`src/rtl/writeback_if.sv`:
```
// Register-read / commit bundle between the execute-side pipeline and the writeback stage.
// The master (execute/memaccess side) drives read indices and commit results; the slave
// (writeback) returns the read data and the condition codes.
interface writeback_if #(
    parameter int unsigned DATA_W = 16,
    parameter int unsigned NREGS  = 8
);
    localparam int unsigned AW = $clog2(NREGS);

    logic              enable_writeback;
    logic [1:0]        W_control;
    logic [DATA_W-1:0] aluout;
    logic [DATA_W-1:0] memout;
    logic [DATA_W-1:0] pcout;
    logic [AW-1:0]     dr;
    logic [AW-1:0]     sr1;
    logic [AW-1:0]     sr2;
    logic [DATA_W-1:0] VSR1;
    logic [DATA_W-1:0] VSR2;
    logic [2:0]        psr;

    modport master (
        output enable_writeback, W_control, aluout, memout, pcout, dr, sr1, sr2,
        input  VSR1, VSR2, psr
    );

    modport slave (
        input  enable_writeback, W_control, aluout, memout, pcout, dr, sr1, sr2,
        output VSR1, VSR2, psr
    );
endinterface

```
`src/rtl/writeback.sv`:
```
// LC3 writeback stage and architectural register file.
// Selects the committed result (ALU, memory or PC), writes it to R[dr] and updates the
// {N,Z,P} condition codes. Two combinational read ports serve the execute stage.
// Optional feature: define WB_BYPASS_EN to forward the committing value to a read port
// whose index matches dr in the same cycle; otherwise reads always see the stored array
// and decode must stall one cycle on a read-after-write.
module writeback #(
    parameter int unsigned DATA_W = 16,
    parameter int unsigned NREGS  = 8
) (
    input logic       clk,
    input logic       rst,
    writeback_if.slave wb
);
    localparam int unsigned AW = $clog2(NREGS);

    localparam logic [1:0] SelAlu  = 2'd0;
    localparam logic [1:0] SelMem  = 2'd1;
    localparam logic [1:0] SelPc   = 2'd2;
    localparam logic [1:0] SelNone = 2'd3;

    logic [DATA_W-1:0] regs_q [NREGS];
    logic [2:0]        psr_q;
    logic [2:0]        psr_d;
    logic [DATA_W-1:0] wdata;
    logic              we;
    logic [DATA_W-1:0] rd1;
    logic [DATA_W-1:0] rd2;

    // Result select; the no-write code yields zero so wdata never floats to stale inputs.
    always_comb begin
        wdata = '0;
        unique case (wb.W_control)
            SelAlu:  wdata = wb.aluout;
            SelMem:  wdata = wb.memout;
            SelPc:   wdata = wb.pcout;
            SelNone: wdata = '0;
            default: wdata = '0;
        endcase
    end

    // Commit qualifier and next condition codes; exactly one of N/Z/P is set on a write.
    always_comb begin
        we    = wb.enable_writeback & (wb.W_control != SelNone) & ~rst;
        psr_d = psr_q;
        if (we) begin
            psr_d = {wdata[DATA_W-1], (wdata == '0), ~wdata[DATA_W-1] & (wdata != '0)};
        end
    end

    // Register file and PSR state; reset has priority over a pending commit.
    always_ff @(posedge clk) begin
        if (rst) begin
            for (int i = 0; i < int'(NREGS); i++) begin
                regs_q[i] <= '0;
            end
            psr_q <= 3'b000;
        end else begin
            if (we) begin
                regs_q[wb.dr] <= wdata;
            end
            psr_q <= psr_d;
        end
    end

    // Combinational read ports, with optional write-through forwarding.
    always_comb begin
        rd1 = regs_q[wb.sr1];
        rd2 = regs_q[wb.sr2];
`ifdef WB_BYPASS_EN
        if (we && (wb.sr1 == wb.dr)) begin
            rd1 = wdata;
        end
        if (we && (wb.sr2 == wb.dr)) begin
            rd2 = wdata;
        end
`else
        rd1 = regs_q[wb.sr1];
        rd2 = regs_q[wb.sr2];
`endif
    end

    assign wb.VSR1 = rd1;
    assign wb.VSR2 = rd2;
    assign wb.psr  = psr_q;

    logic [AW-1:0] unused_aw;
    assign unused_aw = '0;
endmodule

```
`src/flat_wrapper.sv`:
```
// flat-port wrapper written by rule: the top's interface ports become plain ports
module writeback_flat 
#(
    parameter int unsigned DATA_W = 16,
    parameter int unsigned NREGS  = 8
)
  (clk, rst, wb_enable_writeback, wb_W_control, wb_aluout, wb_memout, wb_pcout, wb_dr, wb_sr1, wb_sr2, wb_VSR1, wb_VSR2, wb_psr);
  writeback_if #(.DATA_W(DATA_W), .NREGS(NREGS)) wb_i ();
  input logic clk;
  input logic rst;
  input wire logic [$bits(wb_i.enable_writeback)-1:0] wb_enable_writeback;
  input wire logic [$bits(wb_i.W_control)-1:0] wb_W_control;
  input wire logic [$bits(wb_i.aluout)-1:0] wb_aluout;
  input wire logic [$bits(wb_i.memout)-1:0] wb_memout;
  input wire logic [$bits(wb_i.pcout)-1:0] wb_pcout;
  input wire logic [$bits(wb_i.dr)-1:0] wb_dr;
  input wire logic [$bits(wb_i.sr1)-1:0] wb_sr1;
  input wire logic [$bits(wb_i.sr2)-1:0] wb_sr2;
  output wire logic [$bits(wb_i.VSR1)-1:0] wb_VSR1;
  output wire logic [$bits(wb_i.VSR2)-1:0] wb_VSR2;
  output wire logic [$bits(wb_i.psr)-1:0] wb_psr;
  assign wb_i.enable_writeback = wb_enable_writeback;
  assign wb_i.W_control = wb_W_control;
  assign wb_i.aluout = wb_aluout;
  assign wb_i.memout = wb_memout;
  assign wb_i.pcout = wb_pcout;
  assign wb_i.dr = wb_dr;
  assign wb_i.sr1 = wb_sr1;
  assign wb_i.sr2 = wb_sr2;
  assign wb_VSR1 = wb_i.VSR1;
  assign wb_VSR2 = wb_i.VSR2;
  assign wb_psr = wb_i.psr;
  writeback #(.DATA_W(DATA_W), .NREGS(NREGS)) u_core (.clk(clk), .rst(rst), .wb(wb_i));
endmodule
```
`config.mk`:
```
export PLATFORM = sky130hd
export DESIGN_NAME = writeback_flat
export DESIGN_NICKNAME = d
export VERILOG_FILES = /design/src/rtl/writeback_if.sv /design/src/rtl/writeback.sv /design/src/flat_wrapper.sv
export SDC_FILE = /design/constraint.sdc
export NUM_CORES = 1
export LEC_CHECK = 0
export BUFFER_PORTS_ARGS = -buffer_cell sky130_fd_sc_hd__buf_2
export CAP_MARGIN = 20
export CORE_ASPECT_RATIO = 0.5
export CORE_MARGIN = 3
export CORE_UTILIZATION = 52
export DETAILED_ROUTE_END_ITERATION = 16
export GPL_TIMING_DRIVEN = 0
export PLACE_DENSITY = 0.76
export SETUP_SLACK_MARGIN = 0.2
export SYNTH_ARGS = -nofsm -noshare
export SYNTH_HDL_FRONTEND = slang
export SYNTH_SLANG_ARGS = --single-unit
export TNS_END_PERCENT = 5
```
`constraint.sdc`:
```
create_clock -name clk -period 2.2 [get_ports clk]
set_input_delay 0.44 -clock clk [delete_from_list [all_inputs] [get_ports clk]]
set_output_delay 0.44 -clock clk [all_outputs]
set_load 0.005 [all_outputs]
```
==> impl_results.md, run 1 <==
* Status: finished with violations
* Failing checks: negative setup slack
* Non-Filler Instances at 761
* Synthesized area per cell at 15.5 um^2
* Worst slack at placement at -0.642 ns
* Largest net degree at the start of global routing at 17
* Gate Count Post-Synth at 458
* Min setup slack post-route at -0.0131 ns
* Hold_buf cts at 0
* LEAKAGE at 3.37 nW
* Post-route ant nets at 0
* Hold depth at 3
* Die X at 171 um
* Final setup viols at 6
* DP HPWL at 12600 um
* Initial antenna violation count at 0
* Critical-path maximum fanout at 2
* H-Tree Depth at 4
* Total gr overflow at 0
* DRT Wirelength at 19600 um
* Clock share of power at 41.0%
* Count of unique library cells instantiated by Yosys at 31
* Clock sinks at 131
* CTS Buffer Depth at 2
* Mapped cell area at 0.00712 mm^2
* Internal power at 5.38 mW
* WP data arrival at 1.77 ns
* Placed Area at 0.00783 mm^2
* CP Capture Type: output port
* FILL cells at 806
* Max incr delay on CP at 0.51 ns
* Post-synth EDFFs at 128
* Setup_tns at -0.0418 ns
* Final min period at 2.21 ns
* Core ar. at 0.0130 mm^2
* GRT Util Overall at 27.3%
* Initial DRC Count at 558
* Crit-path cells: mux4_2 > mux2_4 > buf_6
* # DRC at 0
* Number of global-route vias before repair at 4784
* YS warnings at 0
* Cell Pwr Density at 778 mW/mm^2
* Slowest stage cell, crit path: mux4_2
* RSZ-0062 raised after global routing: true
* Reg power frac at 41.7%
* Main flop type after synthesis: edfxtp_1
* Cell count along the critical path at 3
* CP Class: reg2out
* Initial Utilization at 54.6%
* CP top delay family: multiplexers
* Row count at 29
* Placer Congestion at 0.804
* IO Pins at 97
* Worst reg2reg path startpoint: u_core.wb.psr[2]
* Most frequent cells in the layout: nor2_1 (132), edfxtp_1 (128), buf_2 (65)
* Slew Limit Fails at 0
* I/O Buffers at 90
* Final hold violation count at 0
* Die Span Y at 88.7 um
* Clock Skew at 0 ns
* CP Launch Type: flip-flop
* Maximum vdd ir drop at 0.589 mV
* Tcrit/Tclk final at 101%
* Max Cap Violations at 0
* Worst Setup EP: wb_VSR1[6]
* Area Growth Syn to Fin at 28.7%
* Most common cell after layout, fill and taps aside: nor2_1
* Synthesized flop and latch total at 131
* Post-DR vias/cell at 6.46
* Share of layout cells above drive strength 1 at 49.4%
* Die area at 0.0152 mm^2
* Fin area at 0.00916 mm^2
* DRT Pass-1 Iters at 7
* FF-to-FF path depth at 2
* CTS root buffer: clkbuf_16
* Post-synthesis sequential area ratio at 54.8%
* Via count at 4916
* Avg WL per Cell at 25.8 um
* CTS tree: yes
* Share of synthesized registers carrying an async set or reset at 0%
* Actual slew at the worst max-slew pin at 0.763 ns
* Area of the multi-input gates at 0.00328 mm^2
* Switching fraction of total power at 24.6%
* Setup slack, reg-to-reg at 1.56 ns
* Part of the power in combinational logic at 17.3%
* Post-Syn Nets at 520
* Switching pwr at 1.75 mW
* Dpl cells at 718
* RR Endpoint: u_core.wb.psr[2]
* N_diodes at 0
* Fmax at 452 MHz
* Clk_lat worst skew at 0.42 ns
* Tightest Hold Check Type: in2reg
* Worst path required time at 1.76 ns
* Worst path bufs/invs at 1
* First-pass GRT wire length at 29500 um
* CTS buffer count at 17
* Slew headroom at 49.1%
* Fin nets at 640
* FF+latch area at 0.00390 mm^2
* Reg clk slew, reported paths at 0.06 ns
* Critical Path Start: u_core.regs_q[3][6]
-- synthesized netlist by cell type, drive strengths merged, types with 2 or more instances --
| cell type | n | share of area [%] |
|---|---|---|
| nor2 | 132 | 7.0 |
| edfxtp | 128 | 54 |
| mux4 | 64 | 20 |
| mux2 | 32 | 5.1 |
| clkbuf | 18 | 1.1 |
| a2bb2oi | 16 | 4.4 |
| buf | 16 | 1.7 |
| mux2i | 16 | 2.5 |
| nand2b | 9 | 0.79 |
| nand2 | 7 | 0.37 |
| nand4 | 4 | 0.35 |
| dfxtp | 3 | 0.84 |
| nor2b | 3 | 0.37 |
| nand3 | 2 | 0.14 |
-- flip-flops by register name, indices dropped and copies added (netlist names) --
signal,cells
u_core.wb.psr,3
u_core.regs_q,128
-- per-layer routing --
layer | global-route usage (%) | wire [um] | part of all wire, % | vias to the layer above
li1 | - | - | - | 2031
met1 | 37.5 | 7550 | 39 | 2455
met2 | 43.3 | 9220 | 47 | 395
met3 | 8.26 | 2510 | 13 | 35
met4 | 7.15 | 320 | 1.6 | 0
met5 | 0 | 0 | 0 | -
-- power by group through the flow --
stage / clock, mW / sequential [mW] / combinational (mW)
after floorplan: 0 / 2.98 / 0.633
after global placement: 0 / 3.00 / 0.940
after detailed placement: 0 / 3.01 / 0.948
after CTS: 2.91 / 2.96 / 1.18
after global routing: 3.05 / 2.98 / 1.29
final: 2.92 / 2.97 / 1.23
-- cell families after synthesis --
kind of cell	Yosys count	synth area share (%)
AOI/OAI and AO/OA	20	4.99
buffers and inverters	35	3.09
DFF	131	54.8
muxes	112	27.8
and+or+nand+nor	160	9.28
-- area by class of cell --
class / instances / area share [%]
sequential: 131 / 42.6
multi-input combinational: 292 / 35.8
buffer: 35 / 4.04
clock inverter: 15 / 2.01
timing repair buffer: 101 / 8.59
clock buffer: 17 / 4.64
tap: 170 / 2.32
-- how the worst min path moves through the flow --
stage	from	to	slack, ns
final	rst	u_core.wb.psr[1]	0.34
after global routing	rst	u_core.wb.psr[1]	0.35
after CTS	rst	u_core.wb.psr[1]	0.33
after detailed placement	u_core.wb.psr[1]	u_core.wb.psr[1]	0.44
after global placement	u_core.wb.psr[1]	u_core.wb.psr[1]	0.44
after floorplan	u_core.wb.psr[1]	u_core.wb.psr[1]	0.44
-- repair_timing --
| item | in CTS | in global routing |
|---|---|---|
| gates cloned | 3 | 0 |
| setup buffers | 0 | 8 |
| endpoints found under the setup margin | 161 | 148 |
| pin swaps | 3 | 7 |
| gates resized for setup | 115 | 18 |
-- stage by stage --
step	hold WS, ns	total power [mW]	utilization (%)
5_1_grt	0.354	7.32	70.3
2_1_floorplan	0.442	3.61	-
4_1_cts	0.332	7.06	69.3
6_report	0.340	7.13	70.3
3_5_place_dp	0.439	3.96	60.1
3_3_place_gp	0.440	3.94	60.1
-- worst register-to-register path: cells and delay by family (launching register included) --
family	cells	cell delay, ns
flip-flops	1	0.33
AO/OA/AOI/OAI	1	0.19
AND/OR/NAND/NOR	1	0.05
Note: power is estimated with default switching activity, not from simulation.
==> run 2, diff against run 1 <==
--- a/config.mk
+++ b/config.mk
@@ -5,14 +5,14 @@
 export SDC_FILE = /design/constraint.sdc
 export NUM_CORES = 1
 export LEC_CHECK = 0
-export BUFFER_PORTS_ARGS = -buffer_cell sky130_fd_sc_hd__buf_2
 export CAP_MARGIN = 20
 export CORE_ASPECT_RATIO = 0.5
 export CORE_MARGIN = 3
-export CORE_UTILIZATION = 52
+export CORE_UTILIZATION = 53
 export DETAILED_ROUTE_END_ITERATION = 16
+export DONT_BUFFER_PORTS = 1
 export GPL_TIMING_DRIVEN = 0
-export PLACE_DENSITY = 0.76
+export PLACE_DENSITY = 0.71
 export SETUP_SLACK_MARGIN = 0.2
 export SYNTH_ARGS = -nofsm -noshare
 export SYNTH_HDL_FRONTEND = slang
==> constraint.sdc (replaced) <==
create_clock -name clk -period 2.2 [get_ports clk]
set_input_delay 0.11 -clock clk [delete_from_list [all_inputs] [get_ports clk]]
set_output_delay 0.11 -clock clk [all_outputs]
set_load 0.005 [all_outputs]
==> impl_results.md, run 2 (synthesis gave the netlist of run 1 again) <==
* Total gr overflow at 0 (unchanged)
* Register name with the most flops: u_core.regs_q
* Max Cap Violations at 0 (unchanged)
* RR Endpoint: u_core.wb.psr[2]
* Final setup viols at 0 (-6)
* Slew headroom at 28.9% (-20 points)
* Post-route ant nets at 0 (unchanged)
* Hold depth at 2 (-1)
* Worst reg2reg path startpoint: u_core.wb.psr[2]
* Via count at 4345 (-12%)
* Actual slew at the worst max-slew pin at 1.07 ns (+0.303 ns)
* Setup_tns at 0 ns (+0.0418 ns)
* Tightest Hold Check Type: in2reg
* Max reg flops at 128 (unchanged)
* Most frequent cells in the layout: nor2_1 (132), edfxtp_1 (128), mux4_2 (64)
* Initial DRC Count at 551 (-1.3%)
* DRT Wirelength at 18200 um (-7.0%)
* Clock Skew at 0 ns (unchanged)
* WHS at 0.0107 ns (-0.329 ns)
* Post-DR vias/cell at 6.49 (+0.54%)
* CP Class: in2reg
* Share of layout cells above drive strength 1 at 32.3% (-17 points)
* RSZ-0062 raised after global routing: true
* # DRC at 0 (unchanged)
* Fin nets at 549 (-14%)
* Core ar. at 0.0129 mm^2 (-1.1%)
* Overall power at 6.71 mW (-5.8%)
* CTS root buffer: clkbuf_16
* Setup slack, reg-to-reg at 1.49 ns (-0.07 ns)
* Slew Limit Fails at 0 (unchanged)
* Reg clk slew, reported paths at 0.06 ns (about the same)
* DRT Pass-1 Iters at 4 (-3)
* Row count at 29 (unchanged)
* Largest net degree at the start of global routing at 17 (unchanged)
* Status: completed
* Die area at 0.0149 mm^2 (-1.8%)
* GRT Util Overall at 25.7% (-1.6 points)
* Final hold violation count at 0 (unchanged)
* IO Pins at 97 (unchanged)
* Avg WL per Cell at 27.2 um (+5.8%)
* Worst path required time at 2.24 ns (+0.48 ns)
* Final cell utilization of the core at 62.4% (-7.9 points)
* WP data arrival at 2.12 ns (+0.35 ns)
* Cell Pwr Density at 835 mW/mm^2 (+7.3%)
* Number of global-route vias before repair at 4506 (-5.8%)
* Fmax at 479 MHz (+6.0%)
* Maximum vdd ir drop at 0.469 mV (-20%)
* Tcrit/Tclk final at 94.9% (-5.7 points)
* FF-to-FF path depth at 2 (unchanged)
* First-pass GRT wire length at 27100 um (-7.9%)
* Area Growth Syn to Fin at 13.0%
* CTS Buffer Depth at 2 (unchanged)
* FILL cells at 935 (+16%)
* Worst slack at placement at -0.496 ns (+0.146 ns)
* Area of the multi-input gates at 0.00301 mm^2 (-8.2%)
* Min setup slack post-route at 0.113 ns (+0.126 ns)
* Initial Utilization at 55.3% (+0.62 points)
* I/O Buffers at 0 (-100%)
* FF+latch area at 0.00390 mm^2 (unchanged)
* Hold path endpoint: u_core.regs_q[2][4]
* Clock sinks at 131 (unchanged)
* CP Capture Type: flip-flop
* DP HPWL at 12400 um (-1.2%)
* Die Span Y at 87.9 um (-0.88%)
* Initial antenna violation count at 0 (unchanged)
* CTS tree: yes
* N_diodes at 0 (unchanged)
* CTS buffer count at 17 (unchanged)
* Critical-path maximum fanout at 16 (+14)
* LEAKAGE at 2.65 nW (-21%)
* Final min period at 2.09 ns (-0.126 ns)
* Die X at 170 um (-0.92%)
* Most common cell after layout, fill and taps aside: nor2_1
* CP Launch Type: primary input
* H-Tree Depth at 4 (unchanged)
* Clk_lat worst skew at 0.41 ns (about the same)
* Placer Congestion at 0.819 (+1.9%)
* Worst Hold Launch: wb_pcout[4]
## run 2: timing repair
item / 4_1_cts / 5_1_grt
endpoints found under the hold margin: 56 / 0
gates resized for setup: 1 / 3
setup endpoints to repair: 64 / 96
gates cloned: 0 / 0
hold buffers: 10 / 0
buffers inserted: 0 / 0
## run 2: area by class of cell
class	instances	area share (%)
buffer	35	2.74
clock buffer	19	5.38
clock inverter	12	2.04
multi-input combinational	292	37.4
sequential	131	48.6
tap	170	2.65
timing repair buffer	10	1.24
## run 2: how the worst max path moves through the flow
stage	start	end	slack [ns]	depth (start not counted)
final	wb_W_control[0]	u_core.regs_q[5][10]	0.11	7
after global routing	wb_W_control[0]	u_core.regs_q[5][7]	0.06	7
after CTS	wb_W_control[0]	u_core.regs_q[6][14]	0.06	6
after detailed placement	wb_W_control[0]	u_core.regs_q[7][9]	-0.50	7
after global placement	wb_W_control[0]	u_core.regs_q[7][9]	-0.50	7
after floorplan	wb_W_control[0]	u_core.wb.psr[0]	0.31	7
## run 2: report_power, final
group	internal [mW]	switching [mW]	total (mW)
sequential	2.89	0.0705	2.96
clock	1.87	1.04	2.91
combinational	0.404	0.435	0.839
total	5.17	1.54	6.71
## run 2: worst max-delay path, stage by stage
cell	delay, ns
buf_6	0.14
a21boi_4	0.20
and2b_1	0.16
and2_1	0.12
clkbuf_1	0.15
nand2_1	0.33
nand2b_1	0.88
## run 2: per-stage QoR
stage / std cells / instance area, um^2
floorplan: 458 / 7120
global placement: 628 / 7330
detailed placement: 628 / 7330
CTS: 669 / 8030
global route: 669 / 8040
finish: 669 / 8040
## run 2: layer usage
metal | up-vias | track usage, % | wire length [um]
met1 | 2247 | 34.5 | 7300
met4 | 0 | 7.87 | 228
met3 | 23 | 7.53 | 1900
li1 | 1838 | - | -
met5 | - | 0 | 0
met2 | 237 | 41.6 | 8800
==> run 3, diff against run 2 <==
--- a/config.mk
+++ b/config.mk
@@ -6,13 +6,15 @@
 export NUM_CORES = 1
 export LEC_CHECK = 0
 export CAP_MARGIN = 20
-export CORE_ASPECT_RATIO = 0.5
+export CELL_PAD_IN_SITES_DETAIL_PLACEMENT = 1
+export CELL_PAD_IN_SITES_GLOBAL_PLACEMENT = 2
+export CORE_ASPECT_RATIO = 0.9
 export CORE_MARGIN = 3
-export CORE_UTILIZATION = 53
+export CORE_UTILIZATION = 35
 export DETAILED_ROUTE_END_ITERATION = 16
 export DONT_BUFFER_PORTS = 1
 export GPL_TIMING_DRIVEN = 0
-export PLACE_DENSITY = 0.71
+export PLACE_DENSITY_LB_ADDON = 0.1
 export SETUP_SLACK_MARGIN = 0.2
 export SYNTH_ARGS = -nofsm -noshare
 export SYNTH_HDL_FRONTEND = slang
==> impl_results.md, run 3 (synthesis gave the netlist of run 1 again) <==
* GRT Util Overall at 19.7% (-6.0 points)
* Row count at 48 (+66%)
* Total gr overflow at 0 (unchanged)
* Worst slack at placement at -0.379 ns (+0.117 ns)
* Placed Area at 0.00754 mm^2 (+2.9%)
* Actual slew at the worst max-slew pin at 1.07 ns (+0.00432 ns)
* Max Cap Violations at 0 (unchanged)
* Initial antenna violation count at 0 (unchanged)
* Post-DR vias/cell at 5.58 (-14%)
* Final setup viols at 0 (unchanged)
* CP Class: in2reg
* Clock Skew at 0 ns (unchanged)
* Share of layout cells above drive strength 1 at 32.9% (+0.61 points)
* Largest net degree at the start of global routing at 17 (unchanged)
* Post-route ant nets at 0 (unchanged)
* I/O Buffers at 0 (unchanged)
* Reg clk slew, reported paths at 0.06 ns (about the same)
* Placer Congestion at 0.728 (-11%)
* Final cell utilization of the core at 42.2% (-20 points)
* H-Tree Depth at 4 (unchanged)
* Number of global-route vias before repair at 4666 (+3.6%)
* CTS root buffer: clkbuf_16
* LEAKAGE at 2.70 nW (+1.9%)
* Tightest Hold Check Type: in2reg
* Initial Utilization at 36.4% (-19 points)
* # DRC at 0 (unchanged)
* RSZ-0062 raised after global routing: true
* WHS at 0.00983 ns (-0.000923 ns)
* Min setup slack post-route at 0.273 ns (+0.160 ns)
* Final hold violation count at 0 (unchanged)
* Fmax at 519 MHz (+8.3%)
* Most common cell after layout, fill and taps aside: nor2_1
* Hold depth at 2 (unchanged)
* CP Capture Type: flip-flop
* Cell Pwr Density at 814 mW/mm^2 (-2.5%)
* Max reg flops at 128 (unchanged)
* Fin nets at 554 (+0.91%)
* Clk_lat worst skew at 0.42 ns (about the same)
* Initial DRC Count at 329 (-40%)
* Core ar. at 0.0196 mm^2 (+52%)
* WP data arrival at 1.96 ns (-0.16 ns)
* Slew Limit Fails at 0 (unchanged)
* Avg WL per Cell at 27.3 um (+0.41%)
* N_diodes at 0 (unchanged)
* DRT Pass-1 Iters at 4 (unchanged)
* First-pass GRT wire length at 30800 um (+14%)
* Die area at 0.0221 mm^2 (+48%)
* Fin area at 0.00826 mm^2 (+2.8%)
* Clock sinks at 131 (unchanged)
* Final min period at 1.93 ns (-0.160 ns)
* Tcrit/Tclk final at 87.6% (-7.3 points)
* Die X at 156 um (-8.0%)
* Die Span Y at 141 um (+61%)
* Most frequent cells in the layout: nor2_1 (132), edfxtp_1 (128), mux4_2 (64)
* Slew headroom at 28.6% (-0.29 points)
* CTS Buffer Depth at 2 (unchanged)
* DRT Wirelength at 20600 um (+13%)
* Area Growth Syn to Fin at 16.1%
* CTS tree: yes
* Maximum vdd ir drop at 0.497 mV (+5.8%)
* Dpl cells at 712 (+13%)
* Non-Filler Instances at 755 (+13%)
* DP HPWL at 14300 um (+15%)
* Post-CTS Setup Inserts at 0 (unchanged)
* Status: completed
* Worst path required time at 2.24 ns (about the same)
* IO Pins at 97 (unchanged)
* Overall power at 6.73 mW (+0.17%)
* Via count at 4211 (-3.1%)
* Register name with the most flops: u_core.regs_q
* Setup_tns at 0 ns (unchanged)
* CP Launch Type: primary input
* FF-to-FF path depth at 2 (unchanged)
* Critical-path maximum fanout at 16 (unchanged)
* CTS buffer count at 17 (unchanged)
run 3: path summary, 6_finish.rpt:
path	start	endpoint	slack, ns
max	wb_W_control[0]	u_core.regs_q[3][14]	0.27
min	wb_pcout[4]	u_core.regs_q[6][4]	0.01
max reg2reg	u_core.wb.psr[2]	u_core.wb.psr[2]	1.51
min reg2reg	u_core.wb.psr[1]	u_core.wb.psr[1]	0.50
run 3: per-layer routing:
layer	wire length, um	part of all wire, %	track usage [%]	up-vias
met5	0	0	0	-
met4	101	0.49	4.28	0
met3	1630	7.9	5.09	9
met2	9730	47	30.3	167
met1	9190	45	28.3	2194
li1	-	-	-	1841
run 3: area by class of cell:
| class | count | area (um^2) |
|---|---|---|
| Tap cell | 250 | 313 |
| Buffer | 35 | 220 |
| Multi-Input combinational cell | 292 | 3000 |
| Timing Repair Buffer | 15 | 221 |
| Fill cell | 1974 | 11300 |
| Clock inverter | 9 | 128 |
| Sequential cell | 131 | 3900 |
| Clock buffer | 23 | 478 |
run 3: report_power, final:
part           leakage (nW)  internal [mW]  switching [mW]
Combinational          1.16          0.426           0.445
Clock                 0.289           1.87            1.03
Sequential             1.25           2.89          0.0700
run 3: timing repair:
| action | in CTS | in global routing |
|---|---|---|
| endpoints found under the hold margin | 56 | 0 |
| setup endpoints to repair | 32 | 68 |
| hold buffers | 10 | 0 |
| gates resized for setup | 1 | 1 |
run 3: critical path: stages:
cell      delay (ns)
buf_6           0.14
a21boi_4        0.20
and2b_1         0.16
and2_1          0.13
clkbuf_1        0.17
nand2_1         0.27
nand2b_1        0.77
